$ cat src/rtl/w_clk_module.sv
// Write-clock-domain half of an asynchronous FIFO: write pointers, read-pointer sync and write-side status.
// Optional sticky overflow flag is compiled in with `define W_OVERFLOW_FLAG_EN.

module two_ff_synchronizer #(
    parameter int WIDTH = 1
) (
    input  logic             clk,
    input  logic             rst_n,
    input  logic [WIDTH-1:0] d,
    output logic [WIDTH-1:0] q
);
    logic [WIDTH-1:0] r_meta;
    logic [WIDTH-1:0] r_sync;

    always_ff @(posedge clk or negedge rst_n) begin
        if (!rst_n) begin
            r_meta <= '0;
            r_sync <= '0;
        end else begin
            r_meta <= d;
            r_sync <= r_meta;
        end
    end

    assign q = r_sync;
endmodule

module w_clk_module #(
    parameter int ADDRESS_SIZE = 4,
    parameter int AFULL_MARGIN = 2
) (
    input  logic                  w_clk,
    input  logic                  wrst_n,
    input  logic                  w_en,
    input  logic [ADDRESS_SIZE:0] r_ptr,
    output logic                  w_we,
    output logic [ADDRESS_SIZE-1:0] w_addr,
    output logic [ADDRESS_SIZE:0] w_ptr,
    output logic                  w_full,
    output logic                  w_almost_full,
    output logic [ADDRESS_SIZE:0] w_level,
    output logic                  w_overflow
);
    localparam int PW    = ADDRESS_SIZE + 1;
    localparam int DEPTH = 1 << ADDRESS_SIZE;
    localparam logic [PW-1:0] AFULL_THRESH = PW'(DEPTH - AFULL_MARGIN);

    logic [PW-1:0] r_bin;
    logic [PW-1:0] r_gray;
    logic [PW-1:0] r_level;
    logic          r_full;
    logic          r_afull;

    logic          w_accept;
    logic [PW-1:0] w_bnext;
    logic [PW-1:0] w_gnext;
    logic [PW-1:0] wq2_rptr;
    logic [PW-1:0] wq2_rbin;
    logic [PW-1:0] w_full_cmp;
    logic [PW-1:0] w_diff;

    assign w_accept = w_en & ~r_full;
    // Gated by reset so the memory never sees a write while the block is held in reset.
    assign w_we     = w_accept & wrst_n;
    assign w_bnext  = r_bin + {{(PW-1){1'b0}}, w_accept};
    assign w_gnext  = w_bnext ^ (w_bnext >> 1);

    two_ff_synchronizer #(.WIDTH(PW)) u_rptr_sync (
        .clk   (w_clk),
        .rst_n (wrst_n),
        .d     (r_ptr),
        .q     (wq2_rptr)
    );

    // Each binary bit is the XOR of all Gray bits at and above it.
    genvar gi;
    generate
        for (gi = 0; gi < PW; gi++) begin : g_gray2bin
            assign wq2_rbin[gi] = ^(wq2_rptr >> gi);
        end
    endgenerate

    // Full when the next write pointer is exactly one lap ahead of the synchronised read pointer.
    assign w_full_cmp = {~wq2_rptr[PW-1:PW-2], wq2_rptr[PW-3:0]};
    assign w_diff     = w_bnext - wq2_rbin;

    always_ff @(posedge w_clk or negedge wrst_n) begin
        if (!wrst_n) begin
            r_bin   <= '0;
            r_gray  <= '0;
            r_full  <= 1'b0;
            r_afull <= 1'b0;
            r_level <= '0;
        end else begin
            r_bin   <= w_bnext;
            r_gray  <= w_gnext;
            r_full  <= (w_gnext == w_full_cmp);
            r_afull <= (w_diff >= AFULL_THRESH);
            r_level <= w_diff;
        end
    end

`ifdef W_OVERFLOW_FLAG_EN
    logic r_overflow;

    always_ff @(posedge w_clk or negedge wrst_n) begin
        if (!wrst_n) begin
            r_overflow <= 1'b0;
        end else if (w_en & r_full) begin
            r_overflow <= 1'b1;
        end
    end

    assign w_overflow = r_overflow;
`else
    assign w_overflow = 1'b0;
`endif

    assign w_addr        = r_bin[ADDRESS_SIZE-1:0];
    assign w_ptr         = r_gray;
    assign w_full        = r_full;
    assign w_almost_full = r_afull;
    assign w_level       = r_level;
endmodule

$ cat config.mk
export PLATFORM = sky130hd
export DESIGN_NAME = w_clk_module
export DESIGN_NICKNAME = d
export VERILOG_FILES = /design/src/rtl/w_clk_module.sv
export SDC_FILE = /design/constraint.sdc
export NUM_CORES = 1
export LEC_CHECK = 0
export BUFFER_PORTS_ARGS = -buffer_cell sky130_fd_sc_hd__buf_2
export CAP_MARGIN = 10
export CORE_ASPECT_RATIO = 1.4
export CORE_MARGIN = 5
export CORE_UTILIZATION = 52
export CTS_CLUSTER_SIZE = 14
export DETAILED_ROUTE_END_ITERATION = 8
export GPL_TIMING_DRIVEN = 0
export MAX_ROUTING_LAYER = met4
export PLACE_DENSITY = 0.86
export RECOVER_POWER = 100
export SYNTH_ARGS = -nofsm -noshare
export SYNTH_HDL_FRONTEND = slang
export SYNTH_SLANG_ARGS = --single-unit
$ cat constraint.sdc
create_clock -name w_clk -period 3.54 [get_ports w_clk]
set_clock_uncertainty 0.1 [all_clocks]
set_input_delay 0.354 -clock w_clk [delete_from_list [all_inputs] [get_ports w_clk]]
set_output_delay 0.354 -clock w_clk [all_outputs]
set_load 0.02 [all_outputs]
After elaboration in Yosys (flattened, before gate mapping). Index checks and enable logic that the tools add are counted.

Output and inout bits: 18. Word-level logic and storage cells: 21. Register bits: 27. Bits of input ports: 8.

Bitwise logic cells: 5. $add $sub $neg: 2. Reductions and logical operators: 5. $lt $le $gt $ge: 1. Eq/ne operators: 1.

Operator list (number): XOR reduction 5 bit (5); adder 5 x 1 -> 5 bit (1); equality test 5 bit (1); >= comparator 5 x 4 -> 1 bit (second input constant) (1); subtractor 5 bit (1); XOR 5 x 4 -> 5 bit (1); bitwise AND 1 bit (2); inverter 2 bit (1); inverter 1 bit (1).

Logic depth before layout (Yosys ltp). Gate-level depths: netlist (run 1).

Word-level depth: 5. Depth in mapped cells: 10. Depth with buffers taken out: 10.

Hierarchy. Synthesis (run 1) repeated with hierarchy kept, for this count alone.

Cell total of the unflattened synthesis: 85. Area, all modules: 1166.1 um^2.

Modules (own cells, without submodules): w_clk_module (cells each 75, times used 1, seq. area each 400.4 um^2, area an instance 915.9 um^2); two_ff_synchronizer (cells each 10, times used 1, seq. area each 250.2 um^2, area an instance 250.2 um^2).

Worst setup path after synthesis (run 1). No wires, ideal clock.

Path type: register to register. Start: reg u_rptr_sync.r_sync[4] (netlist: u_rptr_sync.q[4]). End: reg r_afull (netlist: w_almost_full). Library setup time: 0.126 ns. Clock period less this slack: 2.716 ns. Required time: 3.314 ns. Path slack: 0.824 ns. Arrival time: 2.490 ns. Stages on the path, launching flop included: 11. Path buffers: 0. Path through: dfrtp_1 -> xnor2_2 -> xor2_2 -> xor2_2 -> xnor2_1 -> ha_1 -> fa_1 -> nor2b_1 -> nor3_1 -> o211a_1 -> a311o_1.

Longest elaborated chain between the ends: 3.

RTL lines: start: declaration (line 13) `logic [WIDTH-1:0] r_sync;`; start signal: assignment (line 21) `r_sync <= r_meta;`; XOR reduction 5 bit (line 79) `assign wq2_rbin[gi] = ^(wq2_rptr >> gi);`; subtractor 5 bit (*) (line 85) `assign w_diff = w_bnext - wq2_rbin;`; >= comparator 5 x 4 -> 1 bit (*) (line 98) `r_afull <= (w_diff >= AFULL_THRESH);`; end signal: assignment (line 98); end: declaration (line 52) `logic r_afull;`.

Every way passes the cells marked *; elsewhere a longest branch is shown, timed or not.

Final worst setup path (run 1). Ends and elaborated chain as after synthesis.

==> flow_summary.yaml, run 1 <==
status:
  status: "finished clean"
synthesis:
  ys_types: 29
  synth.avg_cell_area_sq_um: 13.7
  async_reset_ff_share_pct: 100
  synthDominantCellAreaShare_pct: 55.9
  ys_seq_elements: 26
  synth_top_area_cell: "dfrtp_1"
  synth-edff-count: 0
  synthCells: 85
  synthTopCellsByArea: "dfrtp_1, xnor2_1, ha_1, xor2_1, xor2_2"
  syn-num-nets: 99
  synth_top_flop_cell: "dfrtp_1"
  yosysSeqAreaShare_pct: 55.9
  yosysWarnings: 0
  syn_area_sq_mm: 0.00116
cells_and_area:
  mostFrequentLayoutCells: "dfrtp_1, clkbuf_1, xnor2_1, xor2_1"
  drive_above_1_share_pct: 11.5
  final_common_cell: "dfrtp_1"
  area_growth_pct: 11.4
  finalNetCount: 129
  final_cells: 135
  num-fill-cells: 182
  postLayoutCellArea_sq_mm: 0.00130
  n_antenna_cell: 0
setup_path:
  r2r-start: "u_rptr_sync.q[4]$_DFF_PN0_"
  cp.depth: 10
  critPathMostFrequentCell: "xnor2_1"
  max_stage_delay_ps: 450
  startpoint_type: "flip-flop"
  cp-end-kind: "flip-flop"
  path_delay_family: "XOR/XNOR gates"
  reg2reg_depth: 10
  crit_end: "w_almost_full$_DFF_PN0_"
  rrSetupSlack_ps: 400
  critPathMaxFanout: 4
  slowest_stage: "dfrtp_1"
  worstSetupPathType: "reg2reg"
  crit_chain: "xnor2_1 -> xor2_1 -> xor2_2 -> xnor2_1 -> ha_1 -> fa_1 -> nor2b_1 -> nor3_1 -> o211a_1 -> a311o_1"
  crit_required_ps: 3650
  path_buf_inv: 0
  crit_path_start: "u_rptr_sync.q[4]$_DFF_PN0_"
  worstPathArrival_ps: 3250
  timing.rr.end: "w_almost_full$_DFF_PN0_"
place:
  place_area_sq_mm: 0.00131
  dp_hpwl_um: 1410
  io_buffers: 24
  gp_congestion: 0.814
  dp.cells: 131
timing:
  worst_slew_pin_slew_ps: 1360
  setup_violations: 0
  finalHoldViolCount: 0
  final.setup.tns_ps: 0
  slew_viol_final: 0
  finalCriticalPeriod_ps: 3140
  whs_ps: 34.5
  period_share_pct: 88.7
  rsz0062_at_grt: "false"
  fmax_mhz: 319
  relSlewSlack_pct: 9.41
pwr:
  cellInternalPower_uw: 754
  swShare_pct: 43.2
  ir_drop_uv: 381
  p_seq_share_pct: 34.1
  p_sw_uw: 573
  pwr-share-clk_pct: 8.9
  cellPowerDensity_mw_per_mm2: 1020
  power_frac_comb_pct: 57.1
  cellLeakagePower_uw: 0.000613
floorplanning:
  die_y_um: 66
  design.core.area_sq_mm: 0.00215
  initial_utilization_pct: 54.1
  die_x_um: 50
  rows: 20
  die_area_sq_mm: 0.00330
  ioPinCount: 26
grt:
  grt_pass1_wl_um: 3170
  grt_pass1_vias: 747
  gr-total-overflow: 0
  grt_usage_pct: 13.1
  grt_antenna_before_repair: 0
  grt_max_degree: 28
detailed_routing:
  wl_per_cell_um: 13.1
  routed_wl_um: 1770
  drc: 0
  drt-vias-per-instance: 5.15
  firstDrtPassIters: 3
  drt-initial-drc-count: 7
  vias: 695
  postRouteAntennaNets: 0
clocking:
  cts-root-buf: "clkbuf_4"
  clkTransAtPathRegs_ps: 120
  cts_made_buffers: 3
  htreeDepth: 1
  cts_tree: "yes"
  clkLatencyLatePin_ps: 310
  postCtsSetupBuffers: 0
  clock-sinks: 26
  ctsHoldBuffers: 1
  cts_buffer_depth: 2
  ctsResizeCount: 0
min_path:
  hp-class: "in2reg"
job:
  drv_cap: 0
==> power by group through the flow <==
stage               Combinational [uW]  Clock, uW  Sequential, uW
floorplan                          484          0             577
global placement                   781          0             453
detailed placement                 804          0             460
CTS                                808        125             454
global route                       844        137             467
finish                             757        118             452
==> cell type report <==
type	instances	area, sq um	share of cell area [%]
clock buffer	3	22.5	1.74
buffer	2	18.8	1.45
tap	22	27.5	2.12
multi-input combinational	50	443	34.1
timing repair buffer	25	109	8.39
inverter	7	26.3	2.03
sequential	26	651	50.1
==> worst min-delay path by stage <==
stage | from | depth (start not counted) | to | slack (ps)
floorplan | wrst_n | 0 | r_bin[0]$_DFF_PN0_ | -40
global placement | u_rptr_sync.r_meta[3]$_DFF_PN0_ | 0 | u_rptr_sync.q[3]$_DFF_PN0_ | 230
detailed placement | u_rptr_sync.r_meta[4]$_DFF_PN0_ | 0 | u_rptr_sync.q[4]$_DFF_PN0_ | 240
CTS | r_ptr[4] | 1 | u_rptr_sync.r_meta[4]$_DFF_PN0_ | 20
global route | r_ptr[3] | 1 | u_rptr_sync.r_meta[3]$_DFF_PN0_ | 20
finish | r_ptr[4] | 1 | u_rptr_sync.r_meta[4]$_DFF_PN0_ | 30
==> sequential cells by signal (all words and copies together) (netlist names) <==
name / cells
u_rptr_sync.r_meta: 5
w_ptr: 4
u_rptr_sync.q: 5
r_bin: 5
w_almost_full: 1
w_level: 5
w_full: 1
==> Yosys cell counts (all sizes together) (2+ instances only) <==
cell type,number
buf,2
inv,7
xor2,9
nand2,2
o21ai,2
ha,5
or2,2
nor2b,2
dfrtp,26
or3,2
nand3,4
xnor2,10
==> per-stage QoR <==
stage	setup WS [ps]	total power, uW	utilization, %
global route	187	1450	60.3
detailed placement	556	1260	61.0
CTS	525	1390	62.5
finish	401	1330	60.3
floorplan	824	1060	-
global placement	650	1230	61.0
==> kinds of logic after synthesis <==
kind of cell / share of synthesized area, %
DFF: 55.9
adders and majority gates: 7.09
AOI/OAI and AO/OA: 5.69
xor gates and xnor gates: 20.2
buffers and inverters: 3.87
other: 0.322
and+or+nand+nor: 6.98
==> metal layers <==
| layer | vias up | wire [um] | GRT usage [%] |
|---|---|---|---|
| met5 | - | 0 | - |
| met4 | 0 | 85 | 10.2 |
| met3 | 9 | 86 | 2.03 |
| met2 | 19 | 966 | 22.5 |
| met1 | 335 | 636 | 12.8 |
| li1 | 332 | - | - |
==> worst register-to-register path, cell delays in order (launching register included) <==
cell	delay [ps]
dfrtp_1	450
xnor2_1	400
xor2_1	320
xor2_2	250
xnor2_1	100
ha_1	220
fa_1	410
nor2b_1	170
nor3_1	80
o211a_1	240
a311o_1	320
(Power assumes the default switching activity.)
==> run 2, diff against run 1 <==
--- a/config.mk
+++ b/config.mk
@@ -6,7 +6,7 @@
 export NUM_CORES = 1
 export LEC_CHECK = 0
 export BUFFER_PORTS_ARGS = -buffer_cell sky130_fd_sc_hd__buf_2
-export CAP_MARGIN = 10
+export CAP_MARGIN = 20
 export CORE_ASPECT_RATIO = 1.4
 export CORE_MARGIN = 5
 export CORE_UTILIZATION = 52
==> constraint.sdc (replaced) <==
create_clock -name w_clk -period 3.1 [get_ports w_clk]
set_clock_uncertainty 0.1 [all_clocks]
set_input_delay 0.31 -clock w_clk [delete_from_list [all_inputs] [get_ports w_clk]]
set_output_delay 0.31 -clock w_clk [all_outputs]
set_load 0.01 [all_outputs]
==> run 2 against run 1 <==
Effect of this change:
- die area unchanged
- cell area grew 6.9%
- via count grew 3.7%
- critical path depth stayed put
- setup slack got worse by 220 ps
- maximum frequency up 7.6%
- global-route usage increased by 0.44 points
- final cell count is 4.4% higher
- sequential share of layout area fell by 3.3 points
- combinational power up 6.7%
- core utilization is 4.2 points higher
- clock-buffer cell count did not move
- critical endpoint unchanged
- largest cell class unchanged
- largest power group unchanged
==> flow_summary.yaml, run 2 (synthesis results as in run 1) <==
grt:
  grt_pass1_wl_um: 3290
  gr-total-overflow: 0
  grt_pass1_vias: 768
  grt_max_degree: 28
  grt_antenna_before_repair: 0
  grt_usage_pct: 13.5
setup_path:
  cp-end-kind: "flip-flop"
  timing.rr.end: "w_almost_full$_DFF_PN0_"
  worstPathArrival_ps: 3030
  worstSetupPathType: "reg2reg"
  r2r-start: "u_rptr_sync.q[4]$_DFF_PN0_"
  crit_required_ps: 3210
  startpoint_type: "flip-flop"
  reg2reg_depth: 10
  rrSetupSlack_ps: 180
  critPathMaxFanout: 4
floorplanning:
  initial_utilization_pct: 54.1
  die_x_um: 50
  ioPinCount: 26
  die_y_um: 66
  rows: 20
  design.core.area_sq_mm: 0.00215
  die_area_sq_mm: 0.00330
timing:
  period_share_pct: 94.1
  setup_violations: 0
  fmax_mhz: 343
  relSlewSlack_pct: 9.23
  finalCriticalPeriod_ps: 2920
  final.setup.tns_ps: 0
  rsz0062_at_grt: "false"
  slew_viol_final: 0
  worst_slew_pin_slew_ps: 1360
  finalHoldViolCount: 0
cells_and_area:
  num-fill-cells: 170
  finalNetCount: 135
  mostFrequentLayoutCells: "dfrtp_1, clkbuf_1, xnor2_1"
  final_common_cell: "dfrtp_1"
  drive_above_1_share_pct: 14.3
  n_antenna_cell: 0
  area_growth_pct: 19.1
pwr:
  cellPowerDensity_mw_per_mm2: 1050
  pwr-share-clk_pct: 9.2
  cellLeakagePower_uw: 0.000649
  cellInternalPower_uw: 876
  power_frac_comb_pct: 55.3
  p_seq_share_pct: 35.5
  ir_drop_uv: 428
  totalPowerFinal_uw: 1460
  swShare_pct: 40.1
  p_sw_uw: 586
place:
  dp_hpwl_um: 1410
  io_buffers: 24
  gp_congestion: 0.814
clocking:
  htreeDepth: 1
  cts_buffer_depth: 2
  clock-sinks: 26
  cts_made_buffers: 3
  clkLatencyLatePin_ps: 310
  cts-root-buf: "clkbuf_4"
  clkTransAtPathRegs_ps: 120
  cts_tree: "yes"
min_path:
  min_from: "u_rptr_sync.r_meta[4]$_DFF_PN0_"
  hold_path_depth: 0
  hold_end: "u_rptr_sync.q[4]$_DFF_PN0_"
  hp-class: "reg2reg"
job:
  drv_cap: 0
detailed_routing:
  routed_wl_um: 1880
  firstDrtPassIters: 4
  drc: 0
  postRouteAntennaNets: 0
  vias: 721
  drt-vias-per-instance: 5.11
  drt-initial-drc-count: 7
  wl_per_cell_um: 13.3
status:
  status: "finished clean"
==> run 2: worst max-delay path by stage <==
stage                                          start                 endpoint  slack [ps]  depth (start not counted)
final                     u_rptr_sync.q[4]$_DFF_PN0_  w_almost_full$_DFF_PN0_         180                         10
after CTS                 u_rptr_sync.q[4]$_DFF_PN0_  w_almost_full$_DFF_PN0_          90                         10
after global placement    u_rptr_sync.q[4]$_DFF_PN0_  w_almost_full$_DFF_PN0_         210                         10
after floorplan           u_rptr_sync.q[4]$_DFF_PN0_  w_almost_full$_DFF_PN0_         380                         10
after global routing      u_rptr_sync.q[4]$_DFF_PN0_  w_almost_full$_DFF_PN0_           5                         10
after detailed placement  u_rptr_sync.q[4]$_DFF_PN0_  w_almost_full$_DFF_PN0_         120                         10
==> run 2: what timing repair did <==
item / CTS / global route
setup buffers: 0 / 1
gates resized for setup: 0 / 2
hold endpoints to repair: 31 / 0
setup endpoints to repair: 0 / 2
hold buffers: 6 / 0
==> run 2: per-stage QoR <==
stage          instances  hold WS, ps  setup slack (ps)  cell area (sq um)  utilization, %
3_3_place_gp         131          218               210               1310            61.0
3_5_place_dp         131          237               116               1310            61.0
5_1_grt              141          276              5.23               1390            64.5
2_1_floorplan         85        -85.6               384               1160               -
6_report             141          262               184               1390            64.5
4_1_cts              140          266              85.4               1400            64.8
==> run 2: layout make-up <==
| cell class | count | area (sq um) | area share, % |
|---|---|---|---|
| clock buffers | 3 | 22.5 | 1.62 |
| well taps | 22 | 27.5 | 1.98 |
| repair buffers | 31 | 166 | 12.0 |
| inverters | 7 | 26.3 | 1.89 |
| multi-input cells | 50 | 475 | 34.3 |
| plain buffers | 2 | 18.8 | 1.35 |
| flip-flops and latches | 26 | 651 | 46.9 |
==> run 2: per-layer routing <==
metal	vias up	track usage, %	share of wire [%]
met1	347	13.6	36
met4	0	10.2	4.5
met2	19	23.1	55
li1	346	-	-
met3	9	2.03	4.1
met5	-	-	0
==> run 2: power by group through the flow <==
stage,combinational [uW],sequential (uW),clock (uW)
after global placement,809,517,0
after detailed placement,835,526,0
final,808,519,135
after global routing,904,536,156
after CTS,844,518,143
after floorplan,551,580,0
==> run 2: critical path, stage by stage, from the launching register on <==
cell and delay (ps):
dfrtp_1 490, xnor2_4 270, xor2_2 230, xor2_2 200
xnor2_1 90, ha_1 210, fa_1 410, nor2b_1 170
nor3_1 90, o211a_1 230, a311o_1 310
